$ cat config.mk
export PLATFORM = sky130hd
export DESIGN_NAME = mem_arbiter
export DESIGN_NICKNAME = d
export VERILOG_FILES = /design/src/rtl/mem_arbiter.sv
export SDC_FILE = /design/constraint.sdc
export NUM_CORES = 1
export LEC_CHECK = 0
export CAP_MARGIN = 15
export CORE_UTILIZATION = 43
export DETAILED_ROUTE_END_ITERATION = 12
export PLACE_DENSITY = 0.81
export SLEW_MARGIN = 20
export SYNTH_ARGS = -nofsm -noshare
export SYNTH_HDL_FRONTEND = slang
export SYNTH_SLANG_ARGS = --single-unit
$ cat constraint.sdc
create_clock -name CLK -period 7.3 [get_ports CLK]
set_input_delay 1.825 -clock CLK [delete_from_list [all_inputs] [get_ports CLK]]
set_output_delay 1.825 -clock CLK [all_outputs]
set_load 0.1 [all_outputs]
$ cat src/rtl/mem_arbiter.sv
// Single-ported RAM arbiter between instruction fetch and data access.
// Data has priority, bounded by a starvation counter; a watchdog aborts stalls.
module mem_arbiter #(
  parameter int ADDR_W     = 32,
  parameter int DATA_W     = 32,
  parameter int STARVE_MAX = 4,
  parameter int TIMEOUT    = 64
) (
  input  logic              CLK,
  input  logic              RST,
  input  logic              iREN,
  input  logic [ADDR_W-1:0] iaddr,
  output logic              ihit,
  output logic [DATA_W-1:0] iload,
  input  logic              dREN,
  input  logic              dWEN,
  input  logic [ADDR_W-1:0] daddr,
  input  logic [DATA_W-1:0] dstore,
  output logic              dhit,
  output logic [DATA_W-1:0] dload,
  output logic              ram_ren,
  output logic              ram_wen,
  output logic [ADDR_W-1:0] ram_addr,
  output logic [DATA_W-1:0] ram_store,
  input  logic [DATA_W-1:0] ram_load,
  input  logic              ram_ready,
  output logic              err
);

  localparam int SW = $clog2(STARVE_MAX + 1);
  localparam int WW = $clog2(TIMEOUT);

  typedef enum logic [1:0] {
    IDLE,
    IACC,
    DACC
  } state_t;

  state_t r_state;
  state_t w_next;

  logic [ADDR_W-1:0] r_addr;
  logic [DATA_W-1:0] r_store;
  logic              r_wr;
  logic [SW-1:0]     r_starve;
  logic [WW-1:0]     r_wdog;
  logic              r_ihit;
  logic              r_dhit;
  logic [DATA_W-1:0] r_iload;
  logic [DATA_W-1:0] r_dload;
  logic              r_err;

  logic w_dpend;
  logic w_ipend;
  logic w_starve_ok;
  logic w_wd_exp;
  logic w_grant_d;
  logic w_grant_i;
  logic w_done;
  logic w_abort;
  logic w_busy;

  // A requester is masked during its own hit so it is not re-granted.
  assign w_dpend     = (dREN | dWEN) & ~r_dhit;
  assign w_ipend     = iREN & ~r_ihit;
  assign w_starve_ok = r_starve < SW'(STARVE_MAX);
  assign w_wd_exp    = r_wdog == WW'(TIMEOUT - 1);
  assign w_busy      = r_state != IDLE;

  always_ff @(posedge CLK or posedge RST) begin
    if (RST) r_state <= IDLE;
    else     r_state <= w_next;
  end

  always_comb begin
    w_next    = r_state;
    w_grant_d = 1'b0;
    w_grant_i = 1'b0;
    w_done    = 1'b0;
    w_abort   = 1'b0;
    unique case (r_state)
      IDLE: begin
        if (w_dpend && (!w_ipend || w_starve_ok)) begin
          w_next    = DACC;
          w_grant_d = 1'b1;
        end else if (w_ipend) begin
          w_next    = IACC;
          w_grant_i = 1'b1;
        end
      end
      IACC, DACC: begin
        // ram_ready beats a simultaneous timeout
        if (ram_ready) begin
          w_next = IDLE;
          w_done = 1'b1;
        end else if (w_wd_exp) begin
          w_next  = IDLE;
          w_abort = 1'b1;
        end
      end
      default: w_next = IDLE;
    endcase
  end

  always_ff @(posedge CLK or posedge RST) begin
    if (RST) begin
      r_addr   <= '0;
      r_store  <= '0;
      r_wr     <= 1'b0;
      r_starve <= '0;
      r_wdog   <= '0;
      r_ihit   <= 1'b0;
      r_dhit   <= 1'b0;
      r_iload  <= '0;
      r_dload  <= '0;
      r_err    <= 1'b0;
    end else begin
      r_ihit <= 1'b0;
      r_dhit <= 1'b0;
      if (w_busy) r_wdog <= r_wdog + 1'b1;
      else        r_wdog <= '0;
      if (w_grant_d) begin
        r_addr  <= daddr;
        r_store <= dstore;
        r_wr    <= dWEN;
        if (iREN && r_starve != SW'(STARVE_MAX))
          r_starve <= r_starve + 1'b1;
      end
      if (w_grant_i) begin
        r_addr   <= iaddr;
        r_store  <= '0;
        r_wr     <= 1'b0;
        r_starve <= '0;
      end
      if (w_done) begin
        if (r_state == IACC) begin
          r_ihit  <= 1'b1;
          r_iload <= ram_load;
        end else begin
          r_dhit <= 1'b1;
          if (!r_wr) r_dload <= ram_load;
        end
      end
      if (w_abort) r_err <= 1'b1;
    end
  end

  assign ram_ren   = (r_state == IACC) | ((r_state == DACC) & ~r_wr);
  assign ram_wen   = (r_state == DACC) & r_wr;
  assign ram_addr  = w_busy ? r_addr : '0;
  assign ram_store = w_busy ? r_store : '0;
  assign ihit      = r_ihit;
  assign dhit      = r_dhit;
  assign iload     = r_iload;
  assign dload     = r_dload;
  assign err       = r_err;

endmodule

# Word-level counts from Yosys, hierarchy flattened
# Index checks and enable logic that the tools add are counted.
op_classes:
  mux: 31
  n_reduce_logical: 13
  n_addsub: 2
  order_cmp: 1
  eq_ne: 6
  bitwise_logic: 10
op_table:
  columns: ["operator", "count"]
  rows:
  - ["$mux W32", 6]
  - ["$mux W1", 16]
  - ["$mux W3", 3]
  - ["$ne A3 B3 Y1 const B", 3]
  - ["$mux W2", 4]
  - ["$add A6 B1 Y6 const B", 1]
  - ["$eq A6 B6 Y1 const B", 1]
  - ["$mux W6", 1]
  - ["$reduce_and A2 Y1", 3]
  - ["$reduce_bool A2 Y1", 3]
  - ["$and A1 B1 Y1", 4]
  - ["$not A1 Y1", 4]
  - ["$pmux W2 S2", 1]
  - ["$add A3 B1 Y3 const B", 1]
  - ["$lt A3 B3 Y1 const B", 1]
  - ["$reduce_and A3 Y1", 1]
  - ["$eq A2 B1 Y1 const B", 1]
  - ["$eq A2 B2 Y1 const B", 1]
  - ["$logic_and A1 B1 Y1", 2]
  - ["$logic_not A2 Y1", 1]
  - ["$or A1 B1 Y1", 2]
  - ["$reduce_or A2 Y1", 1]
  - ["$logic_not A1 Y1", 1]
  - ["$logic_or A1 B1 Y1", 1]
word_totals:
  out_inout_bits: 133
  ff_bits: 143

# Depth between registers and ports, before layout
# Gate-level depths: netlist (run 1).
logic_depth:
  word_depth: 9
  ltp_mapped: 7
  mapped_depth_nobuf: 5

# Worst setup path after synthesis (run 1)
# No wires, ideal clock.
synth_timing:
  kind: "reg-to-output"
  from: "register r_state[0]"
  to: "output port ram_store[10]"
  n_path_buf: 3
  slack_ns: 2.969
  arrival_time_ns: 2.506
  stages_incl_launch_ff: 7
  path_cell_list: "dfrtp_1 inv_1 ha_1 buf_2 buf_2 buf_1 nor2b_1"
synth_between:
  elab_chain_len: 2
synth_lines:
  columns: ["item", "line", "rtl"]
  rows:
  - ["start: declaration", "39", "state_t r_state;"]
  - ["start signal: assignment", "72", "else r_state <= w_next;"]
  - ["$reduce_bool A2 Y1", "68", "assign w_busy = r_state != IDLE;"]
  - ["$mux W32", "151", "assign ram_store = w_busy ? r_store : '0;"]
  - ["end: declaration", "24", "output logic [DATA_W-1:0] ram_store,"]
# No other way between the ends.

# Worst setup path in the final report (run 1)
layout_timing:
  from: "register r_state[0]"
  to: "output port ram_addr[8]"
layout_between:
  elab_chain_len: 2
layout_lines:
  columns: ["item", "line", "rtl"]
  rows:
  - ["$reduce_bool A2 Y1", "68", null]
  - ["$mux W32", "150", "assign ram_addr = w_busy ? r_addr : '0;"]
  - ["end: declaration", "23", "output logic [ADDR_W-1:0] ram_addr,"]
# No other way between the ends.

==> results.cfg, run 1 <==
[run_status]
status = completed

[synthesis]
synth_top_area_share = 0.566
seq_area_frac_synth = 0.566
ys_top_cells_by_count = dfrtp_1, nor2b_1, mux2_1
yosys_warnings = 0
avgSynthCellArea_um2 = 13.4
syn_inst = 473
synthArstFlopShare = 1.00
synth_cell_types = 45
syn_area_um2 = 6320
synth.net_count = 613
synth_area_leaders = dfrtp_1, mux2_1, nor2b_1
synthMostInstantiatedCell = dfrtp_1
yosysTopAreaCell = dfrtp_1
synth_edf_count = 0
ys_seq_elements = 143
synth_flop_cell = dfrtp_1

[finish]
fillers = 998
finalNetCount = 865
layout-drive-gt1-share = 0.0611
antenna_cells = 0
syn_to_final_growth_pct = 53.2

[cts]
numCtsBuffers = 17
cts_root_buf = clkbuf_16
htreeDepth = 4
cts.sinks = 143
clk_path_buf_depth = 2
cts_resized = 0
hold_buffers = 0
clock_latency_ns = 0.42
cts_setup_buffers = 0
cts_tree = yes
cts.clk_slew.worst_paths_ns = 0.06

[sta]
worstMarginPinSlew_ns = 1.04
maxSlewHeadroom = 0.301
hold_viol_final = 0
worst_hold_slack_ns = 0.468
drv_slew = 0
final.setup.tns_ns = 0
setup_violations = 0
period_share = 0.645
period_needed_ns = 4.70
max_freq_mhz = 213
rsz0062_at_grt = no
clock_skew_ns = 0.00834

[placed_design]
gp_congestion = 0.751
port_buffers = 266
dpl.hpwl_um = 11700

[floorplan]
pin_count = 267
fp-row-count = 43
die_x_um = 123
initial_core_util = 0.448
dieArea_um2 = 15200
core-area_um2 = 14100
die_h_um = 123

[global_routing]
grt_usage = 0.232
grt_pass1_vias = 5184
antenna_found_initial = 0
grt_util_met1 = 0.265
grt_pass1_wl_um = 26500
grtUsageMet2 = 0.383
overflow = 0
met3_usage = 0.102
grt_start_max_net_pins = 112
top_usage_layer = met2

[critical_path]
critPathLaunchType = register
r2r_end = r_state[1]
cpLargestDelayFamily = buffers and inverters
critical_path_peak_fanout = 68
slowest_stage = clkdlybuf4s50_1
crit_type = reg -> out
worstSetupStartpoint = r_state[0]
critical-path-max-stage-delay_ns = 1.16
end_kind = output port
required_ns = 5.48
cp_data_arrival_time_ns = 2.88
worst-path-buf-inv = 3
cp-endpoint = ram_addr[8]
path_cells = inv_1 -> ha_4 -> buf_16 -> nor2b_1 -> clkdlybuf4s50_1
cp.depth = 5
r2r_slack_ns = 4.96
rr_worst_depth = 3
r2r_start = dhit

[drt]
vias = 4965
drcViolationCount = 0
wl_per_cell_um = 18.8
detail-route-antenna-nets = 0
viasPerCell = 5.41
first_iter_violations = 245
drt_pass1_iterations = 4
wirelength_um = 17300

[run]
maxCapViolations = 0

[hold_path]
hp-class = reg -> reg
hp-start = r_wdog[0]
-- layer usage --
layer  part of all wire  vias up
met5                  0        -
met4              0.019        0
met3              0.099       25
met2               0.49      230
met1               0.39     2462
li1                   -     2248
-- stage by stage --
step,cell area (um^2),std cells,util,worst slack (ns)
floorplan,6320,473,-,1.64
global placement,9040,885,0.641,2.75
detailed placement,9040,885,0.641,2.80
CTS,9650,916,0.685,2.35
global route,9680,917,0.687,2.48
finish,9680,917,0.687,2.60
-- layout by cell type, fill, tap and decap left out, types with 2 or more instances in the layout --
cell type and instances:
nor2_1 9, nand3_1 4, o21bai_1 2, o221a_1 32, a41oi_1 2, a22o_1 33, buf_4 5, nand2_1 3
mux2_1 64, clkbuf_16 17, clkinv_4 2, bufinv_16 4, dfrtp_1 143, clkbuf_1 2, nor2b_1 65, clkdlybuf4s50_1 266
clkinv_2 4, inv_1 7, ha_1 5, xnor2_1 2, nand4b_1 32, a31oi_1 2, nand4_1 2
-- kinds of logic after synthesis --
kind of cell,count (synthesis),synth area share
multiplexers,64,0.114
AO/OA/AOI/OAI,86,0.129
flip-flops,143,0.566
AND/OR/NAND/NOR,124,0.134
buffers and inverters,47,0.0410
adder cells (fa/ha/maj),6,0.0119
XOR/XNOR,3,0.00416
-- sequential cells by signal (all words and copies together) (netlist names) --
| name | flops |
|---|---|
| dload | 32 |
| iload | 32 |
| r_addr | 32 |
| r_store | 32 |
| r_wdog | 6 |
| r_starve | 3 |
| r_state | 2 |
| dhit | 1 |
| err | 1 |
| ihit | 1 |
| r_wr | 1 |
-- area by class of cell --
cell class,count,area (um^2),share of cell area
inverter,8,35.0,0.00362
tap,180,225,0.0233
timing repair buffer,272,2730,0.282
clock inverter,11,165,0.0171
sequential,143,3580,0.370
clock buffer,20,447,0.0461
multi-input combinational,283,2500,0.258
-- worst min-delay path by stage --
stage / to / cells past startpoint
final: r_wdog[0] / 1
after global routing: r_wdog[0] / 1
after CTS: r_wdog[0] / 1
after detailed placement: r_wdog[0] / 1
after global placement: r_wdog[0] / 1
after floorplan: r_wdog[0] / 1
Power of run 1 is left out: the tool's default activity adds up to more than one toggle a clock period on the data nets, which glitch-free logic cannot reach.
==> run 2, diff against run 1 <==
--- a/config.mk
+++ b/config.mk
@@ -6,9 +6,9 @@
 export NUM_CORES = 1
 export LEC_CHECK = 0
 export CAP_MARGIN = 15
-export CORE_UTILIZATION = 43
+export CORE_UTILIZATION = 39
 export DETAILED_ROUTE_END_ITERATION = 12
-export PLACE_DENSITY = 0.81
+export PLACE_DENSITY = 0.77
 export SLEW_MARGIN = 20
 export SYNTH_ARGS = -nofsm -noshare
 export SYNTH_HDL_FRONTEND = slang
==> constraint.sdc (replaced) <==
create_clock -name CLK -period 3.8 [get_ports CLK]
set_input_delay 0.95 -clock CLK [delete_from_list [all_inputs] [get_ports CLK]]
set_output_delay 0.95 -clock CLK [all_outputs]
set_load 0.1 [all_outputs]
==> run 2 against run 1 <==
Compared with the run above: via count fell by 0.77%; first-iteration DRC count grew 6.1%; clock-buffer cell count fell by 3; die area up 10%; clock skew shrank 0.0017 ns; flip-flop and latch count unchanged; non-clock buffer count is 3 higher; final cell count rose by 4.4%; final area is 1.3% lower; utilization decreased by 8.3 points; largest cell class unchanged.
==> results.cfg, run 2 (synthesized netlist as in run 1, its figures left out) <==
[sta]
drv_slew = 0
rsz0062_at_grt = no
period_needed_ns = 3.22
max_freq_mhz = 311
clock_skew_ns = 0.00667
maxSlewHeadroom = 0.321
setup_violations = 0
hold_viol_final = 0
final.setup.tns_ns = 0
worstMarginPinSlew_ns = 1.01
period_share = 0.847

[cts]
cts_tree = yes
cts_resized = 0
cts.sinks = 143
clock_latency_ns = 0.42
clk_path_buf_depth = 2
hold_buffers = 0
cts.clk_slew.worst_paths_ns = 0.06
numCtsBuffers = 17
htreeDepth = 4
cts_root_buf = clkbuf_16
cts_setup_buffers = 0

[critical_path]
critPathLaunchType = register
rr_worst_depth = 6
required_ns = 2.85
critical_path_peak_fanout = 98
end_kind = output port
crit_type = reg -> out
cp_data_arrival_time_ns = 2.27

[global_routing]
grt_pass1_wl_um = 27200
antenna_found_initial = 0
grt_start_max_net_pins = 99
grt_pass1_vias = 5189
grt_usage = 0.214
overflow = 0

[placed_design]
dpl.hpwl_um = 11900
gp_congestion = 0.789
port_buffers = 266
placed_area_um2 = 8980

[drt]
drcViolationCount = 0
first_iter_violations = 260
vias = 4927
viasPerCell = 5.15
wl_per_cell_um = 18.1
detail-route-antenna-nets = 0
drt_pass1_iterations = 4
wirelength_um = 17300

[finish]
mostFrequentLayoutCell = clkdlybuf4s50_1
multi_input_area_um2 = 2510
fin_util = 0.604
fillers = 1243
final_cell_mix = clkdlybuf4s50_1, dfrtp_1, buf_4
seq_area_um2 = 3580
finalInstanceArea_um2 = 9550
antenna_cells = 0
syn_to_final_growth_pct = 51.2
layout-drive-gt1-share = 0.159
finalNetCount = 868

[floorplan]
initial_core_util = 0.399
pin_count = 267
die_x_um = 129
fp-row-count = 46
die_h_um = 129
core-area_um2 = 15800
dieArea_um2 = 16700

[hold_path]
hp-class = reg -> reg
min_delay_path_depth = 1

[run]
maxCapViolations = 0

[run_status]
status = completed
## run 2: worst paths after layout
kind,startpoint,to,slack [ns]
worst min register to register,r_wdog[0],r_wdog[0],0.45
worst max register to register,r_state[0],r_addr[22],1.19
max in group asynchronous,RST,dload[2],2.09
min in group asynchronous,RST,r_wdog[4],1.00
worst min-delay path,r_wdog[0],r_wdog[0],0.45
worst max-delay path,r_state[0],ram_addr[24],0.58
## run 2: layout make-up
cell class | instances | share of cell area
multi-input cells | 283 | 0.263
flip-flops and latches | 143 | 0.375
clock buffers | 17 | 0.0445
well taps | 216 | 0.0283
repair buffers | 275 | 0.271
clock inverters | 15 | 0.0156
inverters | 8 | 0.00354
## run 2: layer usage
layer,GRT usage,part of all wire,wire length [um]
met1,0.250,0.40,7000
met4,0.0699,0.018,307
met5,0,0,0
met3,0.0846,0.086,1500
met2,0.359,0.49,8500
## run 2: stage by stage
step / setup WS [ns] / hold slack [ns] / std cells
floorplan: 0.344 / 0.425 / 473
detailed placement: 0.665 / 0.449 / 925
global placement: 0.663 / 0.439 / 925
global route: 0.433 / 0.492 / 957
CTS: 0.567 / 0.458 / 957
finish: 0.581 / 0.453 / 957
## run 2: worst max-delay path: stages (launching register included)
cell and delay, ns:
dfrtp_1 0.41, inv_1 0.14, ha_4 0.82, nor2b_1 0.15, buf_4 0.29
Power of run 2 is left out for the same reason.
==> run 3, diff against run 2 <==
==> constraint.sdc (replaced) <==
create_clock -name CLK -period 2.65 [get_ports CLK]
set_input_delay 0.6625 -clock CLK [delete_from_list [all_inputs] [get_ports CLK]]
set_output_delay 0.6625 -clock CLK [all_outputs]
set_load 0.1 [all_outputs]
==> run 3 against run 2 <==
Compared with the run above: final area grew 8.8%; flip-flop and latch count is the same; critical path depth grew 1; wire length grew 3.5%; utilization grew 5.3 points; clock-buffer cell count grew 2; non-clock buffer count grew 7; sequential share of layout area shrank 3.0 points; setup slack lost 0.43 ns; first-iteration DRC count shrank 24%.
==> results.cfg, run 3 (synthesized netlist as in run 1, its figures left out) <==
[hold_path]
hp-class = reg -> reg

[finish]
mostFrequentLayoutCell = dfrtp_1
instances_no_fill = 964
final_cell_mix = dfrtp_1, clkdlybuf4s50_1, buf_4
syn_to_final_growth_pct = 64.5
fin_util = 0.656
layout-drive-gt1-share = 0.305
antenna_cells = 0
finalNetCount = 875

[global_routing]
grt_pass1_vias = 5390
grt_start_max_net_pins = 77
antenna_found_initial = 0
grt_usage = 0.223
overflow = 0
grt_pass1_wl_um = 28400

[sta]
rsz0062_at_grt = no
period_needed_ns = 2.50
setup_violations = 0
drv_slew = 0
worst_slack_ns = 0.151
worstMarginPinSlew_ns = 0.640
maxSlewHeadroom = 0.572
period_share = 0.943
clock_skew_ns = 0.00709
max_freq_mhz = 400
hold_viol_final = 0

[drt]
drcViolationCount = 0
first_iter_violations = 197
wl_per_cell_um = 18.6
viasPerCell = 5.24
drt_pass1_iterations = 4
vias = 5053
detail-route-antenna-nets = 0
wirelength_um = 17900

[critical_path]
end_kind = output port
cp_data_arrival_time_ns = 1.84
critical-path-max-stage-delay_ns = 0.41
crit_type = reg -> out
required_ns = 1.99
critical_path_peak_fanout = 35
slowest_stage = dfrtp_1
critPathLaunchType = register
path_cells = inv_1 -> ha_4 -> buf_4 -> nor2b_2 -> buf_12

[cts]
hold_buffers = 0
numCtsBuffers = 17
cts_root_buf = clkbuf_16
cts_setup_buffers = 0
cts.sinks = 143
htreeDepth = 4
cts.clk_slew.worst_paths_ns = 0.06
clk_path_buf_depth = 2
cts_resized = 0
cts_tree = yes
clock_latency_ns = 0.40

[floorplan]
initial_core_util = 0.399
die_h_um = 129
dieArea_um2 = 16700
die_x_um = 129
core-area_um2 = 15800
pin_count = 267
fp-row-count = 46

[run_status]
status = completed

[placed_design]
dpl.hpwl_um = 12800
gp_congestion = 0.798
post-place-cells = 932
port_buffers = 266
dp_slack_ns = 0.233

[run]
maxCapViolations = 0
## run 3: final cells by class
cell class                 count  area, um^2
clock inverter                13         125
multi-input combinational    283        2600
sequential                   143        3580
clock buffer                  19         443
inverter                       8        33.8
fill                        1154        5440
timing repair buffer         282        3340
tap                          216         270
## run 3: routing by layer
layer,up-vias,share of wire,global-route usage,wire length (um)
met5,-,0,0,0
met4,0,0.032,0.0969,572
met3,34,0.071,0.0723,1280
met2,202,0.49,0.374,8850
met1,2537,0.40,0.262,7210
li1,2280,-,-,-
## run 3: critical path: cells and delay by family (launching register included)
family,cells,cell delay (ns)
buffers and inverters,3,0.71
flip-flops,1,0.41
adder cells (fa/ha/maj),1,0.16
AND/OR/NAND/NOR,1,0.12
## run 3: final timing paths
path,cells after the start,slack (ns),end,start
max reg2reg,6,0.50,r_store[27],r_state[1]
min in group asynchronous,2,0.69,iload[21],RST
min reg2reg,1,0.45,r_wdog[0],r_wdog[0]
max,5,0.15,ram_addr[23],r_state[1]
min,1,0.45,r_wdog[0],r_wdog[0]
max in group asynchronous,3,1.31,r_addr[3],RST
## run 3: through the flow
step | cell area [um^2] | TNS [ns] | hold WS, ns
final | 10400 | 0 | 0.452
after global routing | 10400 | 0 | 0.462
after CTS | 10400 | 0 | 0.455
after detailed placement | 9820 | 0 | 0.447
after global placement | 9820 | 0 | 0.438
after floorplan | 6420 | -12.97 | 0.425
Power of run 3 is left out for the same reason.
